[src/rtl/rv_lsu_pkg.sv]
// rv_lsu_pkg
//   Shared definitions for the memory-stage load/store unit:
//   - funct3 encodings for loads and stores
//   - FSM state encoding
//   - access-size type and the funct3 -> size decode helper
package rv_lsu_pkg;

  // Load funct3 encodings
  localparam logic [2:0] F3_LB  = 3'b000;
  localparam logic [2:0] F3_LH  = 3'b001;
  localparam logic [2:0] F3_LW  = 3'b010;
  localparam logic [2:0] F3_LBU = 3'b100;
  localparam logic [2:0] F3_LHU = 3'b101;

  // Store funct3 encodings
  localparam logic [2:0] F3_SB  = 3'b000;
  localparam logic [2:0] F3_SH  = 3'b001;
  localparam logic [2:0] F3_SW  = 3'b010;

  typedef enum logic [2:0] {
    S_IDLE  = 3'd0,
    S_REQ   = 3'd1,
    S_RESP  = 3'd2,
    S_DRAIN = 3'd3,
    S_DONE  = 3'd4
  } lsu_state_t;

  typedef enum logic [1:0] {
    SZ_BYTE = 2'd0,
    SZ_HALF = 2'd1,
    SZ_WORD = 2'd2
  } lsu_size_t;

  // Access width from funct3. Any encoding that is not a byte/half form
  // (including the reserved ones) is handled as a full word.
  function automatic lsu_size_t f_size(input logic [2:0] funct3, input logic is_store);
    lsu_size_t size;
    size = SZ_WORD;
    if (is_store) begin
      case (funct3)
        F3_SB:   size = SZ_BYTE;
        F3_SH:   size = SZ_HALF;
        F3_SW:   size = SZ_WORD;
        default: size = SZ_WORD;
      endcase
    end else begin
      case (funct3)
        F3_LB, F3_LBU: size = SZ_BYTE;
        F3_LH, F3_LHU: size = SZ_HALF;
        F3_LW:         size = SZ_WORD;
        default:       size = SZ_WORD;
      endcase
    end
    return size;
  endfunction

endpackage

[src/rtl/m_lsu_align.sv]
// lsu_align
//   Purely combinational lane logic for the LSU.
//   Request side (current M-stage access):
//     i_size, i_off, i_is_store, i_store_data -> o_wstrb, o_wdata, o_misalign
//   Response side (latched access):
//     i_ld_size, i_ld_unsigned, i_ld_off, i_rdata -> o_load_data
module lsu_align
  import rv_lsu_pkg::*;
(
  input  lsu_size_t   i_size,
  input  logic [1:0]  i_off,
  input  logic        i_is_store,
  input  logic [31:0] i_store_data,
  input  lsu_size_t   i_ld_size,
  input  logic        i_ld_unsigned,
  input  logic [1:0]  i_ld_off,
  input  logic [31:0] i_rdata,
  output logic [3:0]  o_wstrb,
  output logic [31:0] o_wdata,
  output logic [31:0] o_load_data,
  output logic        o_misalign
);

  logic [31:0] w_shifted;

  // Bring the addressed byte lane down to bit 0.
  assign w_shifted = i_rdata >> {i_ld_off, 3'b000};

  // Store strobes and lane-replicated write data; loads drive no strobes.
  always_comb begin
    o_wstrb = 4'b0000;
    o_wdata = 32'h0000_0000;
    if (i_is_store) begin
      case (i_size)
        SZ_BYTE: begin
          o_wstrb = 4'b0001 << i_off;
          o_wdata = {4{i_store_data[7:0]}};
        end
        SZ_HALF: begin
          o_wstrb = 4'b0011 << i_off;
          o_wdata = {2{i_store_data[15:0]}};
        end
        default: begin
          o_wstrb = 4'b1111;
          o_wdata = i_store_data;
        end
      endcase
    end else begin
      o_wstrb = 4'b0000;
      o_wdata = 32'h0000_0000;
    end
  end

  // Natural alignment check on the current access.
  always_comb begin
    o_misalign = 1'b0;
    case (i_size)
      SZ_BYTE: o_misalign = 1'b0;
      SZ_HALF: o_misalign = i_off[0];
      default: o_misalign = |i_off;
    endcase
  end

  // Sign/zero extension of the shifted load data.
  always_comb begin
    o_load_data = w_shifted;
    case (i_ld_size)
      SZ_BYTE: begin
        if (i_ld_unsigned) begin
          o_load_data = {24'h00_0000, w_shifted[7:0]};
        end else begin
          o_load_data = {{24{w_shifted[7]}}, w_shifted[7:0]};
        end
      end
      SZ_HALF: begin
        if (i_ld_unsigned) begin
          o_load_data = {16'h0000, w_shifted[15:0]};
        end else begin
          o_load_data = {{16{w_shifted[15]}}, w_shifted[15:0]};
        end
      end
      default: o_load_data = w_shifted;
    endcase
  end

endmodule

[src/rtl/m_lsu.sv]
// m_lsu
//   Memory-stage load/store unit between the E/M and M/RB pipeline registers.
//   Ports:
//     i_clk, i_rst                       clock, synchronous active-high reset
//     i_mem_ren_M, i_mem_wen_M           load / store present in M
//     i_funct3_M, i_alu_result_M         access type, effective byte address
//     i_rs2_data_M, i_flush_M            store data, kill the M instruction
//     o_dmem_req_*, i_dmem_req_ready     request channel (valid/ready)
//     i_dmem_rsp_valid, i_dmem_rsp_rdata load response channel
//     o_mem_rdata_M                      aligned/extended load result (registered)
//     o_lsu_stall_M                      hold IF..M this cycle
//     o_misalign_M                       misaligned access seen in IDLE
//   One request outstanding at a time; the request fields come straight from
//   latches so they stay stable while the memory back-pressures.
module m_lsu
  import rv_lsu_pkg::*;
#(
  parameter int XLEN = 32
) (
  input  logic            i_clk,
  input  logic            i_rst,
  input  logic            i_mem_ren_M,
  input  logic            i_mem_wen_M,
  input  logic [2:0]      i_funct3_M,
  input  logic [XLEN-1:0] i_alu_result_M,
  input  logic [XLEN-1:0] i_rs2_data_M,
  input  logic            i_flush_M,
  output logic            o_dmem_req_valid,
  input  logic            i_dmem_req_ready,
  output logic            o_dmem_req_we,
  output logic [XLEN-1:0] o_dmem_req_addr,
  output logic [XLEN-1:0] o_dmem_req_wdata,
  output logic [3:0]      o_dmem_req_wstrb,
  input  logic            i_dmem_rsp_valid,
  input  logic [XLEN-1:0] i_dmem_rsp_rdata,
  output logic [XLEN-1:0] o_mem_rdata_M,
  output logic            o_lsu_stall_M,
  output logic            o_misalign_M
);

  lsu_state_t  r_state;
  logic [31:0] r_addr;
  logic [2:0]  r_funct3;
  logic [31:0] r_wdata;
  logic [3:0]  r_wstrb;
  logic        r_we;
  logic [31:0] r_rdata;

  logic        w_access;
  logic        w_is_store;
  logic        w_misalign;
  logic        w_start;
  logic [3:0]  w_wstrb;
  logic [31:0] w_wdata;
  logic [31:0] w_load_data;

  // A simultaneous load+store request is handled as a load.
  assign w_access   = (i_mem_ren_M | i_mem_wen_M) & ~i_flush_M;
  assign w_is_store = i_mem_wen_M & ~i_mem_ren_M;
  assign w_start    = (r_state == S_IDLE) & w_access & ~w_misalign;

  lsu_align u_align (
    .i_size        (f_size(i_funct3_M, w_is_store)),
    .i_off         (i_alu_result_M[1:0]),
    .i_is_store    (w_is_store),
    .i_store_data  (i_rs2_data_M),
    .i_ld_size     (f_size(r_funct3, 1'b0)),
    .i_ld_unsigned (r_funct3[2]),
    .i_ld_off      (r_addr[1:0]),
    .i_rdata       (i_dmem_rsp_rdata),
    .o_wstrb       (w_wstrb),
    .o_wdata       (w_wdata),
    .o_load_data   (w_load_data),
    .o_misalign    (w_misalign)
  );

  // Access FSM, request latches and load result register.
  always_ff @(posedge i_clk) begin
    if (i_rst) begin
      r_state  <= S_IDLE;
      r_addr   <= 32'h0000_0000;
      r_funct3 <= 3'b000;
      r_wdata  <= 32'h0000_0000;
      r_wstrb  <= 4'b0000;
      r_we     <= 1'b0;
      r_rdata  <= 32'h0000_0000;
    end else begin
      case (r_state)
        S_IDLE: begin
          if (w_start) begin
            r_addr   <= i_alu_result_M;
            r_funct3 <= i_funct3_M;
            r_wdata  <= w_wdata;
            r_wstrb  <= w_wstrb;
            r_we     <= w_is_store;
            r_state  <= S_REQ;
          end else begin
            r_state  <= S_IDLE;
          end
        end
        S_REQ: begin
          // Once accepted the request cannot be withdrawn: a store completes,
          // a flushed load still has to swallow its response.
          if (i_dmem_req_ready) begin
            if (r_we) begin
              r_state <= S_DONE;
            end else if (i_flush_M) begin
              r_state <= S_DRAIN;
            end else begin
              r_state <= S_RESP;
            end
          end else if (i_flush_M) begin
            r_state <= S_IDLE;
          end else begin
            r_state <= S_REQ;
          end
        end
        S_RESP: begin
          // Flush wins over a same-cycle response, whose data is then dropped.
          if (i_flush_M) begin
            if (i_dmem_rsp_valid) begin
              r_state <= S_IDLE;
            end else begin
              r_state <= S_DRAIN;
            end
          end else if (i_dmem_rsp_valid) begin
            r_rdata <= w_load_data;
            r_state <= S_DONE;
          end else begin
            r_state <= S_RESP;
          end
        end
        S_DRAIN: begin
          if (i_dmem_rsp_valid) begin
            r_state <= S_IDLE;
          end else begin
            r_state <= S_DRAIN;
          end
        end
        S_DONE: begin
          r_state <= S_IDLE;
        end
        default: begin
          r_state <= S_IDLE;
        end
      endcase
    end
  end

  // Stall: the starting cycle in IDLE plus every waiting state; DONE releases.
  always_comb begin
    o_lsu_stall_M = 1'b0;
    case (r_state)
      S_IDLE:  o_lsu_stall_M = w_start;
      S_REQ:   o_lsu_stall_M = 1'b1;
      S_RESP:  o_lsu_stall_M = 1'b1;
      S_DRAIN: o_lsu_stall_M = 1'b1;
      S_DONE:  o_lsu_stall_M = 1'b0;
      default: o_lsu_stall_M = 1'b0;
    endcase
  end

  assign o_misalign_M     = (r_state == S_IDLE) & w_access & w_misalign;
  assign o_dmem_req_valid = (r_state == S_REQ);
  assign o_dmem_req_we    = r_we;
  assign o_dmem_req_addr  = {r_addr[31:2], 2'b00};
  assign o_dmem_req_wdata = r_wdata;
  assign o_dmem_req_wstrb = r_wstrb;
  assign o_mem_rdata_M    = r_rdata;

endmodule

[config.mk]
export PLATFORM = sky130hd
export DESIGN_NAME = m_lsu
export DESIGN_NICKNAME = d
export VERILOG_FILES = /design/src/rtl/rv_lsu_pkg.sv /design/src/rtl/m_lsu_align.sv /design/src/rtl/m_lsu.sv
export SDC_FILE = /design/constraint.sdc
export NUM_CORES = 1
export LEC_CHECK = 0
export ABC_AREA = 1
export CORE_ASPECT_RATIO = 1.5
export CORE_UTILIZATION = 40
export DETAILED_ROUTE_END_ITERATION = 8
export GPL_TIMING_DRIVEN = 0
export PLACE_DENSITY = 0.75
export SYNTH_ARGS = -nofsm -noshare
export SYNTH_HDL_FRONTEND = slang
export SYNTH_SLANG_ARGS = --single-unit
[constraint.sdc]
create_clock -name i_clk -period 2.4 [get_ports i_clk]
set_clock_uncertainty 0.05 [all_clocks]
set_input_delay 0.48 -clock i_clk [delete_from_list [all_inputs] [get_ports i_clk]]
set_output_delay 0.48 -clock i_clk [all_outputs]
set_load 0.02 [all_outputs]
[After elaboration in Yosys (flattened, before gate mapping)]
Index checks and enable logic that the tools add are counted.
Word-level totals
  bits in registers: 107
  bits of input ports: 106
  output and inout bits: 104
  word-level logic and storage cells: 65
Operators by class
  equal/unequal tests: 11
  shifts and indexed selects: 3
  muxes and demuxes: 22
  bitwise gates (word level): 9
  reduce and logical (&&, ||, !) cells: 13
Operators with widths (count)
  32-bit one-hot mux with 2 select lines: 2
  32-bit two-way mux: 3
  32-bit by 5-bit >> shifter with 32-bit output: 1
  3-bit equality test (second input constant): 4
  3-bit two-way mux: 4
  2-bit one-hot mux with 2 select lines: 3
  3-bit one-hot mux with 4 select lines: 1
  2-bit OR reduction: 5
  3-bit by 1-bit equality test with 1-bit output (second input constant): 3
  3-bit logical NOT: 3
  4-bit one-hot mux with 2 select lines: 1
  3-bit by 2-bit equality test with 1-bit output (second input constant): 2
  1-bit bitwise AND: 5
  2-bit by 1-bit equality test with 1-bit output (second input constant): 2
  2-bit logical NOT: 2
  2-bit two-way mux: 2
  4-bit two-way mux: 1
  1-bit one-hot mux with 2 select lines: 2
  1-bit by 2-bit left shift with 4-bit output (first input constant): 1
  2-bit by 2-bit left shift with 4-bit output (first input constant): 1
  1-bit two-way mux: 3
  1-bit NOT: 3
  3-bit AND reduction: 1
  3-bit OR reduction: 1
  other kinds (2): 2

[Logic depth before layout (Yosys ltp)]
  word-level depth: 10
  depth in mapped cells: 10
  gate-level depth less buffers: 9

[Cells and area by module]
From an unflattened synthesis, not the netlist that was laid out.
Second synthesis, totals
  cells, all modules: 957
  area total of the unflattened synthesis: 6331.1 um2
By module, submodules not included
  m_lsu: instances 1, cells each 689, area an instance 4938.5 um2, seq. area each 2142.1 um2
  lsu_align: instances 1, cells each 268, area an instance 1392.6 um2, seq. area each 0.0 um2

[Worst setup path after synthesis]
Ideal clock, no wire load.
  path kind: input-to-output
  from: input port i_mem_ren_M
  to: output port o_lsu_stall_M
  data arrival time: 1.489 ns
  data required time: 1.870 ns
  path slack: 0.381 ns
  cell stages on the path: 7
  cells stage by stage: inv_1 > nand3_2 > buf_4 > nand4_4 > nand3_4 > buf_2 > a31oi_1
Between the ends
  longest elaborated chain between the ends: 8
  elaborated cells between the ends (all ways): 12
  classes of those cells: 1 x eq/ne; 3 x mux; 7 x bitwise; 1 x reduce/logical
Ends and longest elaborated chain
  start: declaration: line m_lsu.sv:22  | input logic i_mem_ren_M,
  1-bit NOT: line m_lsu.sv:59  | assign w_is_store = i_mem_wen_M & ~i_mem_ren_M;
  1-bit bitwise AND: line m_lsu.sv:59
  2-bit two-way mux: line rv_lsu_pkg.sv:39  | if (is_store) begin
  2-bit by 1-bit equality test with 1-bit output / 2-bit logical NOT (equally long branches): line m_lsu_align.sv:57  | case (i_size)
  1-bit one-hot mux with 2 select lines: line m_lsu_align.sv:57
  1-bit NOT: line m_lsu.sv:60  | assign w_start = (r_state == S_IDLE) & w_access & ~w_misalign;
  1-bit bitwise AND *: line m_lsu.sv:60
  1-bit one-hot mux with 2 select lines *: line m_lsu.sv:153  | case (r_state)
  end: declaration: line m_lsu.sv:37  | output logic o_lsu_stall_M,
Every way passes the cells marked *; elsewhere a longest branch is shown, timed or not.

[Worst setup path after layout]
  from: input port i_mem_wen_M
  to: output port o_lsu_stall_M
Between the ends
  longest elaborated chain between the ends: 7
  elaborated cells between the ends (all ways): 11
  classes of those cells: 1 x eq/ne; 3 x mux; 6 x bitwise; 1 x reduce/logical
Ends and longest elaborated chain
  start: declaration: line m_lsu.sv:23  | input logic i_mem_wen_M,
  1-bit bitwise AND: line m_lsu.sv:59
  2-bit two-way mux: line rv_lsu_pkg.sv:39
  2-bit by 1-bit equality test with 1-bit output / 2-bit logical NOT (equally long branches): line m_lsu_align.sv:57
  1-bit one-hot mux with 2 select lines: line m_lsu_align.sv:57
  1-bit NOT: line m_lsu.sv:60
  1-bit bitwise AND *: line m_lsu.sv:60
  1-bit one-hot mux with 2 select lines *: line m_lsu.sv:153
Marked as above.

==> results.md <==
* Worst Path Arrival at 1.78 ns
* Gr usage total at 0.2474
* Final min period at 2.312 ns
* Sequential fraction of the synthesis area at 0.3927
* Status: complete, no violations
* Die area at 14,120 µm²
* R2R depth at 9
* Buffers added on ports at 206
* Fmax at between 400 and 500 MHz
* Tot Pwr at approximately 0.0043 W
* Pwr dens at 533.9 nW/µm²
* CTS tree: built
* Hold path endpoint: r_funct3[2]
* Synth warn at 0
* Vias per cell at 4.816
* Worst-skew pair later-pin latency at 0.34 ns
* Core Box Area at 13,150 µm²
* Root buffer cell: clkbuf_16
* Actual slew at the worst max-slew pin at 0.5509 ns
* Final setup viols at 0
* Yosys top cell area share at 0.3927
* Slew Limit Fails at 0
* Netlist Area Pre-Place at about 5500 µm²
* Cells after Synth at about 850
* Filler cell count at ~1,300
* Async set-reset flop share out of synthesis at 0
* #FFs+latches synth at 107
* Hold Crit Class: primary input to flop
* Hold path depth at 3
* Ys flop type: dfxtp_1
* Hold Crit Start: i_funct3_M[2]
* CTS buffer count at 9
* Area growth syn-to-layout at 47.66%
* Max FO, Critical Path at 10
* GRT overflow at 0
* Initial Utilization at 0.4150
* Hold_buf cts at 0
* Synth area leaders: dfxtp_1, nand2_1, nor2_1, a21oi_1, inv_1
* Cell taking the most area after synthesis: dfxtp_1
* First-pass GRT wire length at 27,920 µm
* RSZ-0062 raised after global routing: no
* R2r startpoint: r_state[2]
* R2r setup slk at about 0.56 ns
* Post-synthesis cell type count at 27
* Crit end category: output pin
* Clock sink count at 107
* Vias in the first global route at 5,702
* Final hold viol count at 0
* Initial antenna violation count at 0
* Largest net degree at the start of global routing at 20
* Most frequent cells after synthesis: nand2_1, nor2_1, dfxtp_1, inv_1, a21oi_1
* Post-route ant nets at 0
* Crit path kind: primary input to output pin
* WL final at 17,680 µm
* Pleak at around 3.5 nW
* Nets at 1,169
* Layout cells sized above 1 at 0.09176
* Most numerous cell in the Yosys netlist: nand2_1
* Hpwl dp at 13,810 µm
* First drt pass iteration count at 5
* Clock transition at path regs at 0.07 ns
* Clock Tree Buf Depth at 2
* Die W at 97.35 µm
* Avg WL per Cell at ~14 µm
* Initial DRC Count at roughly 200
* Vias at 5,909
* Final period utilization at 0.9635
* CTS H-tree lvls at 3
* Max Cap Violations at 0
* Max IR drop VDD at 0.3493 mV
* Post-synth EDFFs at 0
* Die span in y at approximately 150 µm
* CP required at 1.87 ns
* GP Congestion at 0.9180
* Top-level I/O count at 210
* DRC viols at 0
* Finished Cell Area at 8055 µm²
* Syn avg cell area at 6.456 µm²
* Worst Setup Start Kind: primary input
* Placement-stage cell area at 7720 µm²
* Reg2reg end: o_mem_rdata_M[20]
* Relative slew margins at 0.6327
* # rows at 51
* N_diodes at 0
## cell type report
type,count,area [µm²],area share
multi-input combinational,573,2525,0.3135
clock buffer,10,229.0,0.02843
clock inverter,6,81.33,0.01010
buffer,80,496.7,0.06167
inverter,85,319.1,0.03961
tap,159,198.9,0.02470
sequential,107,2142,0.2659
timing repair buffer,207,2063,0.2561
## cell usage in the layout, fill, tap and decap left out, types with 2 or more instances in the layout
cell type,n
a31oi_1,8
inv_6,4
nand4_1,17
buf_1,3
dfxtp_1,107
clkbuf_1,18
conb_1,2
a21oi_1,74
nand3_2,2
clkinv_1,2
inv_1,76
nor2_1,123
clkbuf_16,9
clkdlybuf4s50_1,202
o21ai_0,46
buf_2,20
buf_6,5
buf_4,38
nor3_1,9
nand2_2,2
nand2_1,242
nand3_1,38
inv_2,7
## cells by family after synthesis
kind of cell	Yosys count	synth area share
AOI/OAI and AO/OA	132	0.1248
and+or+nand+nor	439	0.3326
buffers and inverters	166	0.1493
other	1	0.0006874
DFF	107	0.3927
## how the worst max path moves through the flow
stage	start	to	slack [ns]	cells after the start
6_report	i_mem_wen_M	o_lsu_stall_M	0.09	7
5_1_grt	i_mem_wen_M	o_lsu_stall_M	0.01	7
4_1_cts	i_funct3_M[2]	o_misalign_M	-0.02	6
3_5_place_dp	i_mem_ren_M	o_lsu_stall_M	-0.77	9
3_3_place_gp	i_mem_ren_M	o_lsu_stall_M	-0.75	9
2_1_floorplan	i_mem_ren_M	o_lsu_stall_M	0.38	7
## metal layers
layer / vias up / GRT usage / part of all wire / routed length [µm]
li1: 3056 / - / - / -
met1: 2594 / 0.2542 / 0.37 / 6570
met2: 213 / 0.4577 / 0.52 / 9165
met3: 46 / 0.06021 / 0.067 / 1178
met4: 0 / 0.1272 / 0.043 / 768
met5: - / 0 / 0 / 0
## critical path, stage by stage
cell and delay (ns):
clkdlybuf4s50_1 0.50, nand3_2 0.12, buf_6 0.16, nand4_4 0.09, nand3_4 0.09, a31oi_2 0.15
buf_4 0.17
## flip-flops by register name (all words and copies together) (netlist names)
signal / cells
o_dmem_req_wdata: 32
o_mem_rdata_M: 32
r_addr: 32
o_dmem_req_wstrb: 4
r_funct3: 3
r_state: 3
o_dmem_req_we: 1
## per-stage QoR
step / worst slack, ns / setup TNS, ns / hold WS, ns / utilization / cells
floorplan: 0.3812 / 0 / 0.3938 / - / 846
global placement: -0.7487 / -1.297 / 0.4006 / 0.5873 / 1211
detailed placement: -0.7676 / -1.321 / 0.4058 / 0.5873 / 1211
CTS: -0.02298 / -0.02298 / 0.4166 / 0.6114 / 1227
global route: 0.01472 / 0 / 0.4327 / 0.6128 / 1227
finish: 0.08753 / 0 / 0.4124 / 0.6128 / 1227
## power breakdown
| group | switching, W | internal (W) |
|---|---|---|
| registers | 0.0000311 | 0.00183 |
| clock network | 0.000727 | 0.000836 |
| logic | 0.000474 | 0.000406 |
## what timing repair did
item	4_1_cts	5_1_grt
gates resized for setup	13	8
endpoints found under the setup margin	2	3
buffers inserted	1	0
pin swaps	1	0
Note: power is estimated with default switching activity, not from simulation.
